==> config.mk <==
export PLATFORM = sky130hd
export DESIGN_NAME = hazard_forward_unit
export DESIGN_NICKNAME = d
export VERILOG_FILES = /design/src/rtl/hazard_forward_unit.sv
export SDC_FILE = /design/constraint.sdc
export NUM_CORES = 1
export LEC_CHECK = 0
export CORE_MARGIN = 2
export CORE_UTILIZATION = 40
export CTS_BUF_LIST = sky130_fd_sc_hd__clkbuf_2
export CTS_CLUSTER_DIAMETER = 30
export CTS_CLUSTER_SIZE = 14
export DETAILED_ROUTE_END_ITERATION = 10
export PLACE_DENSITY_LB_ADDON = 0.2
export SLEW_MARGIN = 20
export SYNTH_ARGS = -nofsm -noshare
export SYNTH_HDL_FRONTEND = slang
export SYNTH_SLANG_ARGS = --single-unit
export TNS_END_PERCENT = 10
==> constraint.sdc <==
create_clock -name clk -period 2.1 [get_ports clk]
set_clock_uncertainty 0.1 [all_clocks]
set_input_delay 0.21 -clock clk [delete_from_list [all_inputs] [get_ports clk]]
set_output_delay 0.21 -clock clk [all_outputs]
set_load 0.005 [all_outputs]
==> src/rtl/hazard_forward_unit.sv <==
// Hazard detection and operand forwarding tracker for a classic 5-stage pipeline.
// Shadows the EX/MEM/WB destination info, selects forwarding sources for the
// EX operands, raises a one-cycle load-use stall and counts stall cycles.
module hazard_forward_unit #(
  parameter int RWIDTH = 5,
  parameter int CWIDTH = 16
) (
  input  logic              clk,
  input  logic              rst,
  input  logic              pipe_en,
  input  logic [RWIDTH-1:0] id_rs,
  input  logic [RWIDTH-1:0] id_rt,
  input  logic              id_rs_used,
  input  logic              id_rt_used,
  input  logic [RWIDTH-1:0] id_wreg,
  input  logic              id_regwrite,
  input  logic              id_memread,
  output logic [1:0]        forward_a,
  output logic [1:0]        forward_b,
  output logic              stall,
  output logic [CWIDTH-1:0] stall_count
);

  // Forwarding select encodings.
  localparam logic [1:0] FWD_RF  = 2'b00;
  localparam logic [1:0] FWD_MEM = 2'b10;
  localparam logic [1:0] FWD_WB  = 2'b01;

  // EX stage shadow
  logic [RWIDTH-1:0] ex_rs_reg;
  logic [RWIDTH-1:0] ex_rt_reg;
  logic [RWIDTH-1:0] ex_wreg_reg;
  logic              ex_regwrite_reg;
  logic              ex_memread_reg;
  // MEM stage shadow
  logic [RWIDTH-1:0] mem_wreg_reg;
  logic              mem_regwrite_reg;
  logic              mem_memread_reg;
  // WB stage shadow
  logic [RWIDTH-1:0] wb_wreg_reg;
  logic              wb_regwrite_reg;

  logic [CWIDTH-1:0] stall_count_reg;
  logic [CWIDTH-1:0] stall_count_next;

  // mem_memread is tracked so the MEM shadow mirrors the real pipeline, but
  // no decision here needs it today.
  logic mem_memread_unused;
  assign mem_memread_unused = mem_memread_reg;

  // A load in EX whose result the ID instruction needs cannot be forwarded in
  // time; the data only exists after MEM, so hold ID one cycle.
  assign stall = ex_memread_reg && ex_regwrite_reg && (ex_wreg_reg != '0) &&
                 ((id_rs_used && (id_rs == ex_wreg_reg)) ||
                  (id_rt_used && (id_rt == ex_wreg_reg)));

  // Saturating increment: stop at all-ones rather than wrapping to zero.
  assign stall_count_next = (&stall_count_reg) ? stall_count_reg
                                               : stall_count_reg + 1'b1;

  // Operand forwarding: index 0 is operand A (rs), index 1 is operand B (rt).
  // MEM is checked first so the most recent producer wins; register 0 is
  // hard-wired and never forwarded.
  logic [RWIDTH-1:0] ex_src [2];
  logic [1:0]        fwd_sel [2];
  assign ex_src[0] = ex_rs_reg;
  assign ex_src[1] = ex_rt_reg;

  genvar gi;
  generate
    for (gi = 0; gi < 2; gi++) begin : g_fwd
      logic mem_hit;
      logic wb_hit;
      assign mem_hit = mem_regwrite_reg && (mem_wreg_reg != '0) &&
                       (mem_wreg_reg == ex_src[gi]);
      assign wb_hit  = wb_regwrite_reg && (wb_wreg_reg != '0) &&
                       (wb_wreg_reg == ex_src[gi]);
      assign fwd_sel[gi] = mem_hit ? FWD_MEM : (wb_hit ? FWD_WB : FWD_RF);
    end
  endgenerate

  assign forward_a   = fwd_sel[0];
  assign forward_b   = fwd_sel[1];
  assign stall_count = stall_count_reg;

  // Stage shadow registers: advance on pipe_en, bubble EX while stalling.
  always_ff @(posedge clk or posedge rst) begin
    if (rst) begin
      ex_rs_reg        <= '0;
      ex_rt_reg        <= '0;
      ex_wreg_reg      <= '0;
      ex_regwrite_reg  <= 1'b0;
      ex_memread_reg   <= 1'b0;
      mem_wreg_reg     <= '0;
      mem_regwrite_reg <= 1'b0;
      mem_memread_reg  <= 1'b0;
      wb_wreg_reg      <= '0;
      wb_regwrite_reg  <= 1'b0;
    end else if (pipe_en) begin
      if (stall) begin
        // Bubble: the control bits are what matter; operand fields are cleared
        // only to keep the idle EX stage deterministic.
        ex_rs_reg       <= '0;
        ex_rt_reg       <= '0;
        ex_wreg_reg     <= '0;
        ex_regwrite_reg <= 1'b0;
        ex_memread_reg  <= 1'b0;
      end else begin
        ex_rs_reg       <= id_rs;
        ex_rt_reg       <= id_rt;
        ex_wreg_reg     <= id_wreg;
        ex_regwrite_reg <= id_regwrite;
        ex_memread_reg  <= id_memread;
      end
      mem_wreg_reg     <= ex_wreg_reg;
      mem_regwrite_reg <= ex_regwrite_reg;
      mem_memread_reg  <= ex_memread_reg;
      wb_wreg_reg      <= mem_wreg_reg;
      wb_regwrite_reg  <= mem_regwrite_reg;
    end
  end

  // Load-use stall counter, frozen along with the pipeline.
  always_ff @(posedge clk or posedge rst) begin
    if (rst) begin
      stall_count_reg <= '0;
    end else if (pipe_en && stall) begin
      stall_count_reg <= stall_count_next;
    end
  end

endmodule

Word-level counts from Yosys, hierarchy flattened:

Index checks and enable logic that the tools add are counted.

* register bits after elaboration: 45
* input port bits: 22
* output and inout port bits: 21
* word-level logic and storage cells: 45

* add/subtract/negate cells: 1
* equal/unequal tests: 6
* multiplexer cells: 9
* bitwise operators: 1
* reduce and logical (&&, ||, !) cells: 18

Operators by type and width (number)
* 5-bit == test: 6
* 16-bit by 1-bit adder with 16-bit output, second input constant: 1
* 16-bit AND reduction: 1
* 5-bit two-way mux: 3
* 5-bit nonzero test: 3
* 1-bit logical AND: 12
* 1-bit two-way mux: 4
* 2-bit two-way mux: 2
* 2-bit AND reduction: 1
* 1-bit logical OR: 1
* 1-bit NOT: 1

Depth between registers and ports, before layout:

Gate-level depths: netlist of the first run.

* depth after elaboration: 6
* gate-level depth with buffers: 7
* gate-level depth less buffers: 6

Worst setup path before layout of the first run:

No wires, ideal clock.

* path type: flip-flop to flip-flop
* from: reg ex_wreg_reg[1]
* to: reg stall_count_reg[1], in the netlist stall_count[1]
* library setup time: 0.125 ns
* data arrival time: 1.724 ns
* data required time: 1.875 ns
* setup slack: 0.151 ns
* stages on the path, launching flop included: 6
* path buffers: 0
* period minus slack after synthesis: 1.949 ns
* cells stage by stage: dfrtp_1 > or4_4 > o211ai_4 > a21oi_4 > nand3_2 > mux2_4

* cells in the longest elaborated chain, start to end: 6
* elaborated cells on any way between the ends: 10
* classes of those cells: 2 x eq/ne; 8 x reduce/logical

RTL lines
* start, declared: line 32 `logic [RWIDTH-1:0] ex_wreg_reg;`
* start signal, assigned: line 111 `ex_wreg_reg <= id_wreg;`
* 5-bit == test (on tied branches): line 54, 55
* 1-bit logical AND (on tied branches): line 54, 55
* 1-bit logical OR: line 54 `((id_rs_used && (id_rs == ex_wreg_reg)) ||`
* 1-bit logical AND *: line 53 `assign stall = ex_memread_reg && ex_regwrite_reg && (ex_wreg_reg != '0) &&`
* 1-bit logical AND *: line 127 `end else if (pipe_en && stall) begin`
* 2-bit AND reduction (no source line) *
* end signal, assigned: line 128 `stall_count_reg <= stall_count_next;`
* end, declared: line 43 `logic [CWIDTH-1:0] stall_count_reg;`

Mark *: on every way between the ends. The rest lies on a longest branch, timed or not.
A chain may end at the register's enable or synchronous reset.

Worst setup path after layout of the first run:

* from: reg wb_wreg_reg[4]
* to: out forward_a[0]

* cells in the longest elaborated chain, start to end: 5
* elaborated cells on any way between the ends: 6
* classes of those cells: 1 x eq/ne; 2 x mux; 3 x reduce/logical

RTL lines
* start, declared: line 40 `logic [RWIDTH-1:0] wb_wreg_reg;`
* start signal, assigned: line 118 `wb_wreg_reg <= mem_wreg_reg;`
* 5-bit nonzero test: line 76 `assign wb_hit = wb_regwrite_reg && (wb_wreg_reg != '0) &&`
* 1-bit logical AND: line 76
* 1-bit logical AND *: line 76
* 1-bit two-way mux *: line 78 `assign fwd_sel[gi] = mem_hit ? FWD_MEM : (wb_hit ? FWD_WB : FWD_RF);`
* 2-bit two-way mux *: line 78
* end, declared: line 18 `output logic [1:0] forward_a,`

Marks and branches as above.

==> results.toml, run 1 <==
[drt]
ant_nets = 0
wire_per_inst_um = 15.18
dr.first_iter.drc_count = 79
via_per_inst = 5.030
via_count = 2027
remaining_drc_errors = 0
firstDrtPassIters = 4
routed_wl_um = 6117

[finish]
mostFrequentLayoutCells = "dfrtp_1, buf_4, clkdlybuf4s50_1"
final_net_count = 348
fillers = 576
syn2layout_area_growth_pct = 39.10
drive_above_1_share = 0.3344
largest_register_ffs = 16
num_antenna_cells = 0
utilization = 0.5678

[sta]
final.min_clock_period_ps = 2352
worst_pin_slew_ps = 718.3
finalMaxSlewViolations = 0
slew_headroom = 0.5182
holdWs_ps = 166.8
fin_ws_ps = -252.0
setup_viol = 9
fmax_ghz = 0.4252
hold_violations = 0
rsz0062_at_grt = "true"
setup_tns_ps = -1021
finalCritPeriodShare = 1.120

[pwr]
pwr-share-comb = 0.297
netSwitchingPower_uw = 602.2
power.internal_uw = 1346
ir_drop_mv = 0.2736
total_power_uw = 1948
powerDensity_nw_per_um2 = 549.8
p_leak_uw = 0.001539
sw_frac_of_total = 0.3091
clockPowerShare = 0.178
power_frac_seq = 0.524

[cts]
clk_latency_ps = 400
cts-buffers-inserted = 5
ctsHtreeMaxLevel = 2
clock-sinks = 45
cts_tree = "built"
clock_path_buffers = 2
cts_root_buffer = "clkbuf_2"
cts.clk_slew.worst_paths_ps = 220

[flow_run]
cap_violations = 0

[place]
pre_cts_ws_ps = -312.7
portBuffers = 42
hpwl_um = 4612
place.gp.congestion = 0.8357

[setup_path]
start_kind = "flop"
cp-startpoint = "wb_wreg_reg[4]"
regToRegStartpoint = "ex_wreg_reg[1]"
crit_path_top_delay_cell = "or4_1"
critical_path_class = "reg -> out"
crit_path_cell_trace = "or4_4 > o21ai_2 > or4_1 > nor4_2 > buf_2"
end_kind = "primary output"
max_stage_delay_ps = 550
critical_path.max_fanout = 4
worst_ep_required_time_ps = 1790
worstPathArrival_ps = 2040

[synthesis]
yosys_warnings = 0
synth_enable_flop_cells = 0
synth_cells = 237
synth-seq-cells = 45
synth_cell_type_count = 42
yosysSeqAreaShare = 0.4420
syn_nets = 260
synthFlopType = "dfrtp_1"
avgSynthCellArea_um2 = 10.75
netlist_area_um2 = 2547
async_reset_ff_frac = 1.000

[hold_path]
hold_path_class = "in -> reg"
min-delay-start = "pipe_en"

[floorplanning]
coreArea_um2 = 6241
start_util = 0.4082
io_pins = 43
die-area_um2 = 7023
die_y_um = 83.81
die_x_um = 83.81
row_count = 29

[global_routing]
gr-total-overflow = 0
grt_max_degree = 44
antenna_found_initial = 0
grt_pass1_vias = 2109
grt_pass1_wl_um = 10610
grt_usage = 0.1891

[run_status]
violations = "negative setup slack"
status = "complete, but fails checks"
-- timing repair --
item                       CTS  global route
gates resized for setup     32            11
hold buffers                 1             0
pin swaps                   13            13
hold endpoints to repair    13             0
setup endpoints to repair    5            23
setup buffers                2             2
-- power groups by stage --
| stage | Sequential [µW] | Combinational (µW) | Clock [µW] |
|---|---|---|---|
| final | 1020 | 579 | 348 |
| after global routing | 1030 | 634 | 410 |
| after CTS | 1020 | 542 | 370 |
| after detailed placement | 1030 | 508 | 0 |
| after global placement | 1030 | 501 | 0 |
| after floorplan | 1030 | 254 | 0 |
-- Yosys cell counts (2+ instances only) --
cell type	count	share of area
nand3_1	9	0.018
xnor2_1	29	0.10
a21oi_4	2	0.013
and3_1	2	0.0049
or4_1	4	0.012
xor2_1	16	0.055
and4_1	2	0.0069
nor4_1	4	0.0098
mux2_2	12	0.053
nand4_1	12	0.029
a2111oi_0	2	0.0069
buf_2	2	0.0039
a211oi_1	2	0.0059
buf_4	3	0.0088
nand2_1	24	0.035
o21ai_0	2	0.0039
o22ai_1	9	0.022
nor2_1	3	0.0044
inv_1	19	0.028
dfrtp_1	45	0.44
clkbuf_1	5	0.0074
o22ai_2	9	0.044
-- area by class of cell --
| class | instances | area, µm² | area share |
|---|---|---|---|
| multi-input combinational | 161 | 1384 | 0.3905 |
| sequential | 45 | 1130 | 0.3189 |
| clock buffer | 5 | 25.02 | 0.007062 |
| tap | 77 | 96.34 | 0.02719 |
| clock inverter | 3 | 12.51 | 0.003531 |
| inverter | 19 | 71.32 | 0.02013 |
| timing repair buffer | 93 | 824.5 | 0.2327 |
-- metal layers --
layer	GRT usage	part of all wire	wire (µm)	vias up
li1	-	-	-	1007
met1	0.2745	0.49	3011	980
met2	0.2967	0.47	2873	35
met3	0.02868	0.026	157	5
met4	0.04839	0.012	75	0
met5	0	0	0	-
-- critical path: cells and delay by family (launching register included) --
family,cells,cell delay (ps)
AND/OR/NAND/NOR,3,970
flip-flops,1,460
buffers and inverters,1,150
AO/OA/AOI/OAI,1,60
-- kinds of logic (layout without fill, tap and decap cells) --
| family | count (synthesis) | in the layout | synth area share |
|---|---|---|---|
| fa+ha+maj | 1 | 1 | 0.004911 |
| mux | 13 | 13 | 0.05894 |
| flops | 45 | 45 | 0.4420 |
| compound gates | 30 | 30 | 0.1223 |
| simple gates | 72 | 72 | 0.1631 |
| buf+inv | 31 | 120 | 0.05403 |
| xor+xnor | 45 | 45 | 0.1547 |
-- per-stage QoR --
stage / area (µm²) / cells
after floorplan: 2547 / 237
after global placement: 3351 / 390
after detailed placement: 3351 / 390
after CTS: 3483 / 401
after global routing: 3543 / 403
final: 3543 / 403
-- worst paths after layout --
check | slack, ps | end | depth (start not counted)
setup / recovery | -250 | forward_a[0] | 5
hold / removal | 170 | ex_rs_reg[0] | 3
setup reg to reg | -60 | stall_count[1] | 7
hold reg to reg | 410 | stall_count[10] | 1
max in group asynchronous | 820 | stall_count[15] | 4
min in group asynchronous | 560 | ex_memread_reg | 3
(Power assumes the default switching activity.)
==> run 2, diff against run 1 <==
--- a/config.mk
+++ b/config.mk
@@ -8,7 +8,6 @@
 export CORE_MARGIN = 2
 export CORE_UTILIZATION = 40
 export CTS_BUF_LIST = sky130_fd_sc_hd__clkbuf_2
-export CTS_CLUSTER_DIAMETER = 30
 export CTS_CLUSTER_SIZE = 14
 export DETAILED_ROUTE_END_ITERATION = 10
 export PLACE_DENSITY_LB_ADDON = 0.2
==> constraint.sdc (replaced) <==
create_clock -name clk -period 2.4 [get_ports clk]
set_clock_uncertainty 0.1 [all_clocks]
set_input_delay 0.24 -clock clk [delete_from_list [all_inputs] [get_ports clk]]
set_output_delay 0.24 -clock clk [all_outputs]
set_load 0.005 [all_outputs]
==> run 2 against run 1 <==
Net effect: total power down 16%; register-to-register slack better by 300 ps; setup slack better by 200 ps; clock power down 11%; global-route usage down 1.2 points; first-iteration DRC count up 86%; highest routed layer unchanged; via count down 3.2%; critical path depth unchanged; the flow still finishes with violations (negative setup slack); cell count down 6.5%.
==> results.toml, run 2 (synthesis gave the netlist of run 1 again) <==
[setup_path]
cp_num_buf_inv = 2
critical_path.max_fanout = 4
r2r_cells = 7
end_kind = "primary output"
critPathTopFamily = "simple AND/OR/NAND/NOR gates"
critical_path_class = "reg -> out"
rr_endpoint = "stall_count[4]"
max_stage_delay_ps = 540
worst_ep_required_time_ps = 2060
start_kind = "flop"
crit_path_cell_trace = "buf_4 > xor2_1 > or4_4 > nor4_4 > buf_2"
regToRegStartpoint = "ex_wreg_reg[4]"
worstPathArrival_ps = 2110
crit_path_top_delay_cell = "or4_4"
r2r_slack_ps = 240

[cts]
cts.clk_slew.worst_paths_ps = 220
clock-sinks = 45
cts_tree = "built"
clock_path_buffers = 2
ctsHtreeMaxLevel = 2
cts-buffers-inserted = 5
cts_root_buffer = "clkbuf_2"
clk_latency_ps = 420

[finish]
utilization = 0.5315
instances_no_fill = 377
largest_register_ffs = 16
syn2layout_area_growth_pct = 30.21
fillers = 566
multi_input_area_um2 = 1374
layout_commonest_cell = "dfrtp_1"
final_net_count = 323
final_area_um2 = 3317
mostFrequentLayoutCells = "dfrtp_1, clkdlybuf4s50_1, xnor2_1, nand2_1, buf_4"
seqCellArea_um2 = 1132
drive_above_1_share = 0.2800
num_antenna_cells = 0

[run_status]
status = "complete, but fails checks"
violations = "negative setup slack"

[sta]
slew_headroom = 0.6349
finalCritPeriodShare = 1.021
rsz0062_at_grt = "true"
fin_ws_ps = -50.02
setup_viol = 1
fmax_ghz = 0.4082
setup_tns_ps = -50.02
hold_violations = 0
final.min_clock_period_ps = 2450
worst_pin_slew_ps = 547.6
finalMaxSlewViolations = 0

[flow_run]
cap_violations = 0

[floorplanning]
coreArea_um2 = 6241
die_y_um = 83.81
start_util = 0.4082
io_pins = 43
die_x_um = 83.81
row_count = 29
die-area_um2 = 7023

[drt]
via_per_inst = 5.204
remaining_drc_errors = 0
via_count = 1962
routed_wl_um = 5957
firstDrtPassIters = 4
ant_nets = 0
dr.first_iter.drc_count = 147
wire_per_inst_um = 15.80

[pwr]
pwr-share-comb = 0.257
total_power_uw = 1634
power.internal_uw = 1124
clockPowerShare = 0.189
netSwitchingPower_uw = 510.1
sw_frac_of_total = 0.3121
power_frac_seq = 0.555
ir_drop_mv = 0.2637
powerDensity_nw_per_um2 = 492.7
p_leak_uw = 0.001411

[global_routing]
grt_max_degree = 46
grt_pass1_wl_um = 9853
antenna_found_initial = 0
gr-total-overflow = 0
grt_pass1_vias = 1865
grt_usage = 0.1768

[hold_path]
hold_path_class = "in -> async"

[place]
hpwl_um = 4330
portBuffers = 42
placement.cell_area_um2 = 3141
place.gp.congestion = 0.8109
dp.cells = 362
## run 2: worst max path at each step
| stage | slack, ps | cells after the start | from | endpoint |
|---|---|---|---|---|
| 4_1_cts | -130 | 5 | mem_wreg_reg[1] | forward_b[0] |
| 3_3_place_gp | -40 | 5 | mem_wreg_reg[1] | forward_b[0] |
| 2_1_floorplan | 450 | 5 | ex_wreg_reg[1] | stall_count[1] |
| 5_1_grt | -150 | 5 | wb_wreg_reg[4] | forward_b[0] |
| 3_5_place_dp | -20 | 5 | mem_wreg_reg[1] | forward_b[0] |
| 6_report | -50 | 5 | wb_wreg_reg[4] | forward_b[0] |
## run 2: area by class of cell
| type | count | area share |
|---|---|---|
| timing repair buffer | 68 | 0.1837 |
| multi-input combinational | 161 | 0.4142 |
| sequential | 45 | 0.3414 |
| clock inverter | 1 | 0.001132 |
| tap | 77 | 0.02905 |
| clock buffer | 6 | 0.009053 |
| inverter | 19 | 0.02150 |
## run 2: per-stage QoR
step / worst slack, ps / hold WS, ps
final: -50.02 / 9.923
after global routing: -152.2 / 41.01
after CTS: -132.6 / 19.52
after detailed placement: -23.84 / 387.3
after global placement: -36.03 / 380.8
after floorplan: 450.8 / 282.9
## run 2: power groups by stage
stage	logic (µW)	registers, µW	clock network, µW
2_1_floorplan	223	900	0
3_3_place_gp	350	917	0
3_5_place_dp	355	919	0
4_1_cts	385	910	322
5_1_grt	460	918	347
6_report	419	906	308
## run 2: worst min-delay path: cells and delay by family
family | cells | cell delay (ps)
buf+inv | 3 | 710
## run 2: what timing repair did
item | in CTS | in global routing
pin swaps | 10 | 8
gates resized for setup | 25 | 9
hold buffers | 0 | 0
setup endpoints to repair | 5 | 5
buffers inserted | 4 | 4
## run 2: layer usage
metal,up-vias,GRT usage,part of all wire
met5,-,0,0
met4,0,0.05718,0.016
met3,9,0.03066,0.029
met2,35,0.2691,0.46
met1,958,0.2565,0.49
li1,960,-,-
